[src/rtl/sparc_cu_pkg.sv]
// sparc_cu_pkg: shared definitions for the SPARC control-unit microsequencer.
// Holds the 5-bit state codes (shared with the instruction encoder's
// nextState), the list of states the encoder may legally dispatch to, and
// helper functions for dispatch legality, MOC-wait detection and the Moore
// output decode of a state code.
package sparc_cu_pkg;

  localparam int SW = 5;

  localparam logic [4:0] S_RESET        = 5'd0;
  localparam logic [4:0] S_FETCH_ADDR   = 5'd1;
  localparam logic [4:0] S_FETCH_WAIT   = 5'd2;
  localparam logic [4:0] S_IR_LOAD      = 5'd3;
  localparam logic [4:0] S_DECODE       = 5'd4;
  localparam logic [4:0] S_ALU_RR       = 5'd5;
  localparam logic [4:0] S_ALU_RRCC     = 5'd6;
  localparam logic [4:0] S_ALU_IMM      = 5'd7;
  localparam logic [4:0] S_ALU_IMMCC    = 5'd8;
  localparam logic [4:0] S_SETHI        = 5'd9;
  localparam logic [4:0] S_CALL         = 5'd10;
  localparam logic [4:0] S_CALL_LINK    = 5'd11;
  localparam logic [4:0] S_JMPL         = 5'd12;
  localparam logic [4:0] S_JMPL_LINK    = 5'd13;
  localparam logic [4:0] S_LOAD_ADDR    = 5'd16;
  localparam logic [4:0] S_LOAD_WAIT    = 5'd17;
  localparam logic [4:0] S_LOAD_WB      = 5'd18;
  localparam logic [4:0] S_LOAD_ADDR_I  = 5'd20;
  localparam logic [4:0] S_STORE_ADDR   = 5'd21;
  localparam logic [4:0] S_STORE_WAIT   = 5'd22;
  localparam logic [4:0] S_STORE_DONE   = 5'd23;
  localparam logic [4:0] S_STORE_ADDR_I = 5'd24;
  localparam logic [4:0] S_BR_EVAL      = 5'd25;
  localparam logic [4:0] S_BR_TAKE      = 5'd26;
  localparam logic [4:0] S_ANNUL_SKIP   = 5'd27;
  localparam logic [4:0] S_TRAP         = 5'd31;

  // States the encoder is allowed to hand over in DECODE.
  localparam int N_LEGAL = 12;
  localparam logic [N_LEGAL-1:0][4:0] LEGAL_DISPATCH = {
    S_ALU_RR, S_ALU_RRCC, S_ALU_IMM, S_ALU_IMMCC, S_SETHI, S_CALL,
    S_JMPL, S_LOAD_ADDR, S_LOAD_ADDR_I, S_STORE_ADDR, S_STORE_ADDR_I,
    S_BR_EVAL
  };

  typedef struct packed {
    logic mem_req;
    logic mem_rw;
    logic ir_ld;
    logic pc_ld;
    logic npc_ld;
    logic rf_we;
  } cu_out_t;

  function automatic logic is_legal_dispatch(input logic [4:0] d);
    logic ok;
    ok = 1'b0;
    for (int i = 0; i < N_LEGAL; i++) begin
      if (d == LEGAL_DISPATCH[i]) begin
        ok = 1'b1;
      end
    end
    return ok;
  endfunction

  function automatic logic is_moc_wait(input logic [4:0] s);
    return (s == S_FETCH_WAIT) || (s == S_LOAD_WAIT) || (s == S_STORE_WAIT);
  endfunction

  // Moore output decode; mem_rw idles at read.
  function automatic cu_out_t cu_decode(input logic [4:0] s);
    cu_out_t o;
    o = '{mem_req: 1'b0, mem_rw: 1'b1, ir_ld: 1'b0, pc_ld: 1'b0,
          npc_ld: 1'b0, rf_we: 1'b0};
    case (s)
      S_FETCH_ADDR, S_FETCH_WAIT, S_LOAD_ADDR, S_LOAD_WAIT,
      S_LOAD_ADDR_I: begin
        o.mem_req = 1'b1;
      end
      S_STORE_ADDR, S_STORE_WAIT, S_STORE_ADDR_I: begin
        o.mem_req = 1'b1;
        o.mem_rw  = 1'b0;
      end
      S_IR_LOAD: begin
        o.ir_ld  = 1'b1;
        o.pc_ld  = 1'b1;
        o.npc_ld = 1'b1;
      end
      S_CALL_LINK, S_JMPL_LINK, S_BR_TAKE: begin
        o.npc_ld = 1'b1;
      end
      S_ANNUL_SKIP: begin
        o.pc_ld  = 1'b1;
        o.npc_ld = 1'b1;
      end
      S_ALU_RR, S_ALU_RRCC, S_ALU_IMM, S_ALU_IMMCC, S_SETHI, S_CALL,
      S_JMPL, S_LOAD_WB: begin
        o.rf_we = 1'b1;
      end
      default: begin
        o.mem_rw = 1'b1;
      end
    endcase
    return o;
  endfunction

endpackage

[src/rtl/moc_timer.sv]
// moc_timer: cycle counter for memory-operation-complete waits.
// Ports:
//  clk, clr_n  clock / asynchronous active-low reset
//  clear       restart the count at zero (takes priority over enable)
//  enable      count one waited cycle
//  expire      count has reached MOC_TIMEOUT-1 (the last allowed wait cycle)
module moc_timer #(
  parameter int MOC_TIMEOUT = 16
) (
  input  logic clk,
  input  logic clr_n,
  input  logic clear,
  input  logic enable,
  output logic expire
);

  localparam int CW = (MOC_TIMEOUT > 1) ? $clog2(MOC_TIMEOUT) : 1;
  localparam logic [CW-1:0] LAST_C = CW'(MOC_TIMEOUT - 1);
  localparam logic [CW-1:0] ONE_C  = CW'(1);

  logic [CW-1:0] count_r;

  // Wait-cycle counter: clear on entry, advance on each enabled cycle.
  always_ff @(posedge clk or negedge clr_n) begin
    if (!clr_n) begin
      count_r <= {CW{1'b0}};
    end else if (clear) begin
      count_r <= {CW{1'b0}};
    end else if (enable) begin
      count_r <= count_r + ONE_C;
    end else begin
      count_r <= count_r;
    end
  end

  assign expire = (count_r == LAST_C);

endmodule

[src/rtl/cu_microsequencer.sv]
// cu_microsequencer: control-unit state register and sequencer.
// Runs fetch, dispatches in DECODE to the encoder's state, steps execute
// sequences, waits on MOC with a timeout, and traps on illegal states or
// memory timeout. Outputs are registered copies of the decode of the state
// being entered, so they always equal the decode of the state register.
// Ports:
//  clk, clr_n       clock / asynchronous active-low reset
//  dispatch_state   encoder next state, sampled in DECODE
//  moc              memory operation complete
//  cond_true, annul branch condition result and annul bit (BR_EVAL)
//  hold             freeze state and timeout counter
//  state            current state register
//  mem_req, mem_rw, ir_ld, pc_ld, npc_ld, rf_we  datapath controls
//  illegal_op, mem_fault                          sticky trap causes
module cu_microsequencer
  import sparc_cu_pkg::*;
#(
  parameter int MOC_TIMEOUT = 16
) (
  input  logic       clk,
  input  logic       clr_n,
  input  logic [4:0] dispatch_state,
  input  logic       moc,
  input  logic       cond_true,
  input  logic       annul,
  input  logic       hold,
  output logic [4:0] state,
  output logic       mem_req,
  output logic       mem_rw,
  output logic       ir_ld,
  output logic       pc_ld,
  output logic       npc_ld,
  output logic       rf_we,
  output logic       illegal_op,
  output logic       mem_fault
);

  logic [4:0] state_r;
  logic [4:0] next_state_s;
  logic       set_illegal_s;
  logic       set_fault_s;
  logic       expire_s;
  logic       cnt_clear_s;
  logic       cnt_en_s;
  cu_out_t    out_r;
  cu_out_t    next_out_s;
  logic       illegal_op_r;
  logic       mem_fault_r;

  moc_timer #(.MOC_TIMEOUT(MOC_TIMEOUT)) u_moc_timer (
    .clk    (clk),
    .clr_n  (clr_n),
    .clear  (cnt_clear_s),
    .enable (cnt_en_s),
    .expire (expire_s)
  );

  // Counter restarts only on a real entry into a wait state.
  assign cnt_clear_s = !hold && is_moc_wait(next_state_s) && (next_state_s != state_r);
  assign cnt_en_s    = !hold && is_moc_wait(state_r) && !moc;
  assign next_out_s  = cu_decode(next_state_s);

  // Next-state selection; moc wins over timeout on the last wait cycle.
  always_comb begin
    next_state_s  = state_r;
    set_illegal_s = 1'b0;
    set_fault_s   = 1'b0;
    if (hold) begin
      next_state_s = state_r;
    end else begin
      case (state_r)
        S_RESET:      next_state_s = S_FETCH_ADDR;
        S_FETCH_ADDR: next_state_s = S_FETCH_WAIT;
        S_IR_LOAD:    next_state_s = S_DECODE;
        S_DECODE: begin
          if (is_legal_dispatch(dispatch_state)) begin
            next_state_s = dispatch_state;
          end else begin
            next_state_s  = S_TRAP;
            set_illegal_s = 1'b1;
          end
        end
        S_ALU_RR, S_ALU_RRCC, S_ALU_IMM, S_ALU_IMMCC, S_SETHI,
        S_CALL_LINK, S_JMPL_LINK, S_LOAD_WB, S_STORE_DONE,
        S_BR_TAKE, S_ANNUL_SKIP: next_state_s = S_FETCH_ADDR;
        S_CALL:         next_state_s = S_CALL_LINK;
        S_JMPL:         next_state_s = S_JMPL_LINK;
        S_LOAD_ADDR,
        S_LOAD_ADDR_I:  next_state_s = S_LOAD_WAIT;
        S_STORE_ADDR,
        S_STORE_ADDR_I: next_state_s = S_STORE_WAIT;
        S_FETCH_WAIT, S_LOAD_WAIT, S_STORE_WAIT: begin
          if (moc) begin
            next_state_s = state_r + 5'd1;
          end else if (expire_s) begin
            next_state_s = S_TRAP;
            set_fault_s  = 1'b1;
          end else begin
            next_state_s = state_r;
          end
        end
        S_BR_EVAL: begin
          if (cond_true) begin
            next_state_s = S_BR_TAKE;
          end else if (annul) begin
            next_state_s = S_ANNUL_SKIP;
          end else begin
            next_state_s = S_FETCH_ADDR;
          end
        end
        S_TRAP: next_state_s = S_TRAP;
        default: begin
          next_state_s  = S_TRAP;
          set_illegal_s = 1'b1;
        end
      endcase
    end
  end

  // State, output and sticky-flag registers.
  always_ff @(posedge clk or negedge clr_n) begin
    if (!clr_n) begin
      state_r      <= S_RESET;
      out_r        <= '{mem_req: 1'b0, mem_rw: 1'b1, ir_ld: 1'b0,
                        pc_ld: 1'b0, npc_ld: 1'b0, rf_we: 1'b0};
      illegal_op_r <= 1'b0;
      mem_fault_r  <= 1'b0;
    end else begin
      state_r      <= next_state_s;
      out_r        <= next_out_s;
      illegal_op_r <= illegal_op_r | set_illegal_s;
      mem_fault_r  <= mem_fault_r | set_fault_s;
    end
  end

  assign state      = state_r;
  assign mem_req    = out_r.mem_req;
  assign mem_rw     = out_r.mem_rw;
  assign ir_ld      = out_r.ir_ld;
  assign pc_ld      = out_r.pc_ld;
  assign npc_ld     = out_r.npc_ld;
  assign rf_we      = out_r.rf_we;
  assign illegal_op = illegal_op_r;
  assign mem_fault  = mem_fault_r;

endmodule
[config.mk]
export PLATFORM = sky130hd
export DESIGN_NAME = cu_microsequencer
export DESIGN_NICKNAME = d
export VERILOG_FILES = /design/src/rtl/sparc_cu_pkg.sv /design/src/rtl/moc_timer.sv /design/src/rtl/cu_microsequencer.sv
export SDC_FILE = /design/constraint.sdc
export NUM_CORES = 1
export LEC_CHECK = 0
export CAP_MARGIN = 40
export CORE_ASPECT_RATIO = 0.5
export CORE_MARGIN = 10
export CORE_UTILIZATION = 55
export CTS_CLUSTER_SIZE = 28
export DETAILED_ROUTE_END_ITERATION = 10
export GPL_ROUTABILITY_DRIVEN = 0
export MAX_ROUTING_LAYER = met4
export PLACE_DENSITY_LB_ADDON = 0.25
export REMOVE_ABC_BUFFERS = 1
export SLEW_MARGIN = 20
export SYNTH_ARGS = -nofsm -noshare
export SYNTH_HDL_FRONTEND = slang
export SYNTH_HIERARCHICAL = 1
export SYNTH_SLANG_ARGS = --single-unit
export TNS_END_PERCENT = 20
[constraint.sdc]
create_clock -name clk -period 4.5 [get_ports clk]
set_input_delay 0.45 -clock clk [delete_from_list [all_inputs] [get_ports clk]]
set_output_delay 0.45 -clock clk [all_outputs]
set_load 0.01 [all_outputs]
==> flow_metrics.tcl <==
set metrics [dict create \
    ios 24 \
    critPathArrivalTime_ns 4.03 \
    die_h_um 58.9 \
    total_power_mw 1.35 \
    drive_above_1_share_pct 13.7 \
    maxCapViolCount 0 \
    worstSkewPairLatency_ns 0.25 \
    path_cells "inv_1, ha_1, nand2b_1, mux2_2, a2111oi_0, nand4bb_1, o22ai_1, buf_2, and4b_1, nor3_2, a311oi_2, nor2_1, mux2_4" \
    max_freq_mhz 257 \
    cp.required_ns 4.63 \
    grt_max_degree 24 \
    hold_viol_final 0 \
    syn_inst 193 \
    wl_per_cell_um 16.6 \
    setup_viol 0 \
    synth-seq-area-share_pct 25.6 \
    drv_slew 0 \
    cts_resized 0 \
    ir_worst_vdd_mv 0.479 \
    slew_headroom_pct 45.7 \
    detail_route.first_pass.iterations 4 \
    leakagePower_nw 0.784 \
    grt_setup_unrepaired "false" \
    die-area_um2 5770 \
    vias 1568 \
    die_w_um 97.9 \
    clkTransAtPathRegs_ns 0.06 \
    final_nets 229 \
    fin_crit_sh_pct 86.6 \
    crit_buf_inv 2 \
    ant_nets 0 \
    ys_warn_count 6 \
    rows 13 \
    dpl.hpwl_um 3100 \
    wirelength_um 4130 \
    grt_usage_pct 14.6 \
    design_area_um2 1920 \
    placed_area_um2 1870 \
    routed_via_density 6.30 \
    cts-root-buf "clkbuf_8" \
    startpoint_type "flip-flop" \
    grt_pass1_vias 1472 \
    critPathMaxFanout 9 \
    post-route-drc-count 0 \
    slowest_delay_ns 0.53 \
    cts_tree "built" \
    cts.sinks 17 \
    syn-cell-area_um2 1670 \
    clock_skew_ns 0.00363 \
    diodes 0 \
    synth.distinct_cells 73 \
    htreeDepth 1 \
    worst_pin_slew_ns 0.811 \
    fin_crit_ns 3.90 \
    synth_flop_cell "dfrtp_1" \
    postCtsHoldBufs 0 \
    start_util_pct 61.0 \
    grt_pass1_wl_um 7000 \
    io_buffer_count 23 \
    hp-class "reg2reg" \
    finalSetupTns_ns 0 \
    status "completed" \
    cts_max_path_buffers 2 \
    syn_to_final_growth_pct 15.5 \
    cp-end-kind "flip-flop" \
    core_um2 2730 \
    synthArstFlopShare_pct 100 \
    grt_overflow 0 \
    critPathTopFamily "compound AO/OA/AOI/OAI gates" \
    power.density_nw_per_um2 699 \
    synth-edff-count 0 \
    post_cts_buffers 0 \
    ys_ff_latch 17 \
    antenna_found_initial 0 \
    numCtsBuffers 3 \
    crit_type "reg2reg" \
    crit_slowest_cell "a2111oi_0" \
    drt_iter0_drc 108 \
    syn_area_per_cell_um2 8.64 \
]
==> registers in the layout (all words and copies together), names as in the netlist <==
register / cells
mem_req: 1
u_moc_timer/count_r: 4
mem_rw: 1
illegal_op: 1
ir_ld: 1
npc_ld: 1
state: 5
rf_we: 1
pc_ld: 1
mem_fault: 1
==> cell type report <==
class | instances | area [µm²]
Sequential cell | 17 | 427
Multi-Input combinational cell | 151 | 1100
Tap cell | 37 | 46.3
Inverter | 12 | 45.0
Clock buffer | 4 | 45.0
Fill cell | 216 | 808
Timing Repair Buffer | 28 | 263
==> cell families (layout without fill, tap and decap cells) <==
group	count (synthesis)	after routing	synth area share, %
xor+xnor	6	6	3.15
fa+ha+maj	6	6	4.43
compound gates	57	57	25.8
buf+inv	25	44	8.48
flops	17	17	25.6
simple gates	74	74	27.2
mux	8	8	5.33
==> path summary, 6_finish.rpt <==
path	startpoint	to	cells past startpoint	slack [ns]
worst max-delay path	state[0]	u_moc_timer/count_r[3]	13	0.60
worst min-delay path	mem_fault	mem_fault	1	0.46
worst max register to register	state[0]	u_moc_timer/count_r[3]	13	0.60
worst min register to register	mem_fault	mem_fault	1	0.46
max in group asynchronous	clr_n	u_moc_timer/count_r[1]	1	3.39
min in group asynchronous	clr_n	state[3]	1	0.64
==> cell usage in the layout, fill, tap and decap left out, types with 2 or more instances in the layout <==
cell,Yosys,layout
o211ai_1,2,2
inv_1,11,11
a21oi_1,10,10
o21ai_1,5,5
nand4_1,2,2
nand3_1,5,5
ha_1,5,5
a31oi_1,4,4
nor3_1,8,8
a21o_1,2,2
nor2b_1,4,4
nand2b_1,4,4
mux2_2,2,2
nor2_1,21,21
a221oi_1,2,2
dfrtp_1,16,16
buf_4,3,3
o22ai_2,2,2
o22ai_1,2,2
o21ai_0,5,5
clkdlybuf4s50_1,0,23
nor4b_1,3,3
xnor2_1,5,5
mux2i_1,4,4
clkbuf_8,0,3
nand2_1,6,6
a211oi_1,2,2
nand3b_1,4,4
==> synthesized netlist by cell type (5+ instances only) <==
master / number / area share (%)
nor2_1: 21 / 4.7
dfrtp_1: 16 / 24
inv_1: 11 / 2.5
a21oi_1: 10 / 3.0
nor3_1: 8 / 2.4
nand2_1: 6 / 1.4
buf_2: 5 / 1.5
ha_1: 5 / 3.8
nand3_1: 5 / 1.5
o21ai_0: 5 / 1.5
o21ai_1: 5 / 1.5
xnor2_1: 5 / 2.6
==> per-layer routing <==
layer | routed length (µm) | vias to the layer above | GRT usage [%]
li1 | - | 764 | -
met1 | 1970 | 735 | 19.1
met2 | 1840 | 63 | 22.5
met3 | 278 | 6 | 2.56
met4 | 41 | 0 | 4.32
met5 | 0 | - | -
==> metrics by stage <==
step,util (%),instances,setup slack [ns],hold slack (ns)
CTS,70.1,247,0.583,0.465
global route,70.4,249,0.354,0.483
finish,70.4,249,0.604,0.458
floorplan,-,180,1.11,0.154
global placement,68.4,243,0.781,0.438
detailed placement,68.4,243,0.510,0.451
==> where the power goes <==
| part | internal (mW) | switching [mW] |
|---|---|---|
| Combinational | 0.403 | 0.545 |
| Clock | 0.0627 | 0.0466 |
| Sequential | 0.199 | 0.0886 |
| Total | 0.665 | 0.680 |
(Power assumes the default switching activity.)
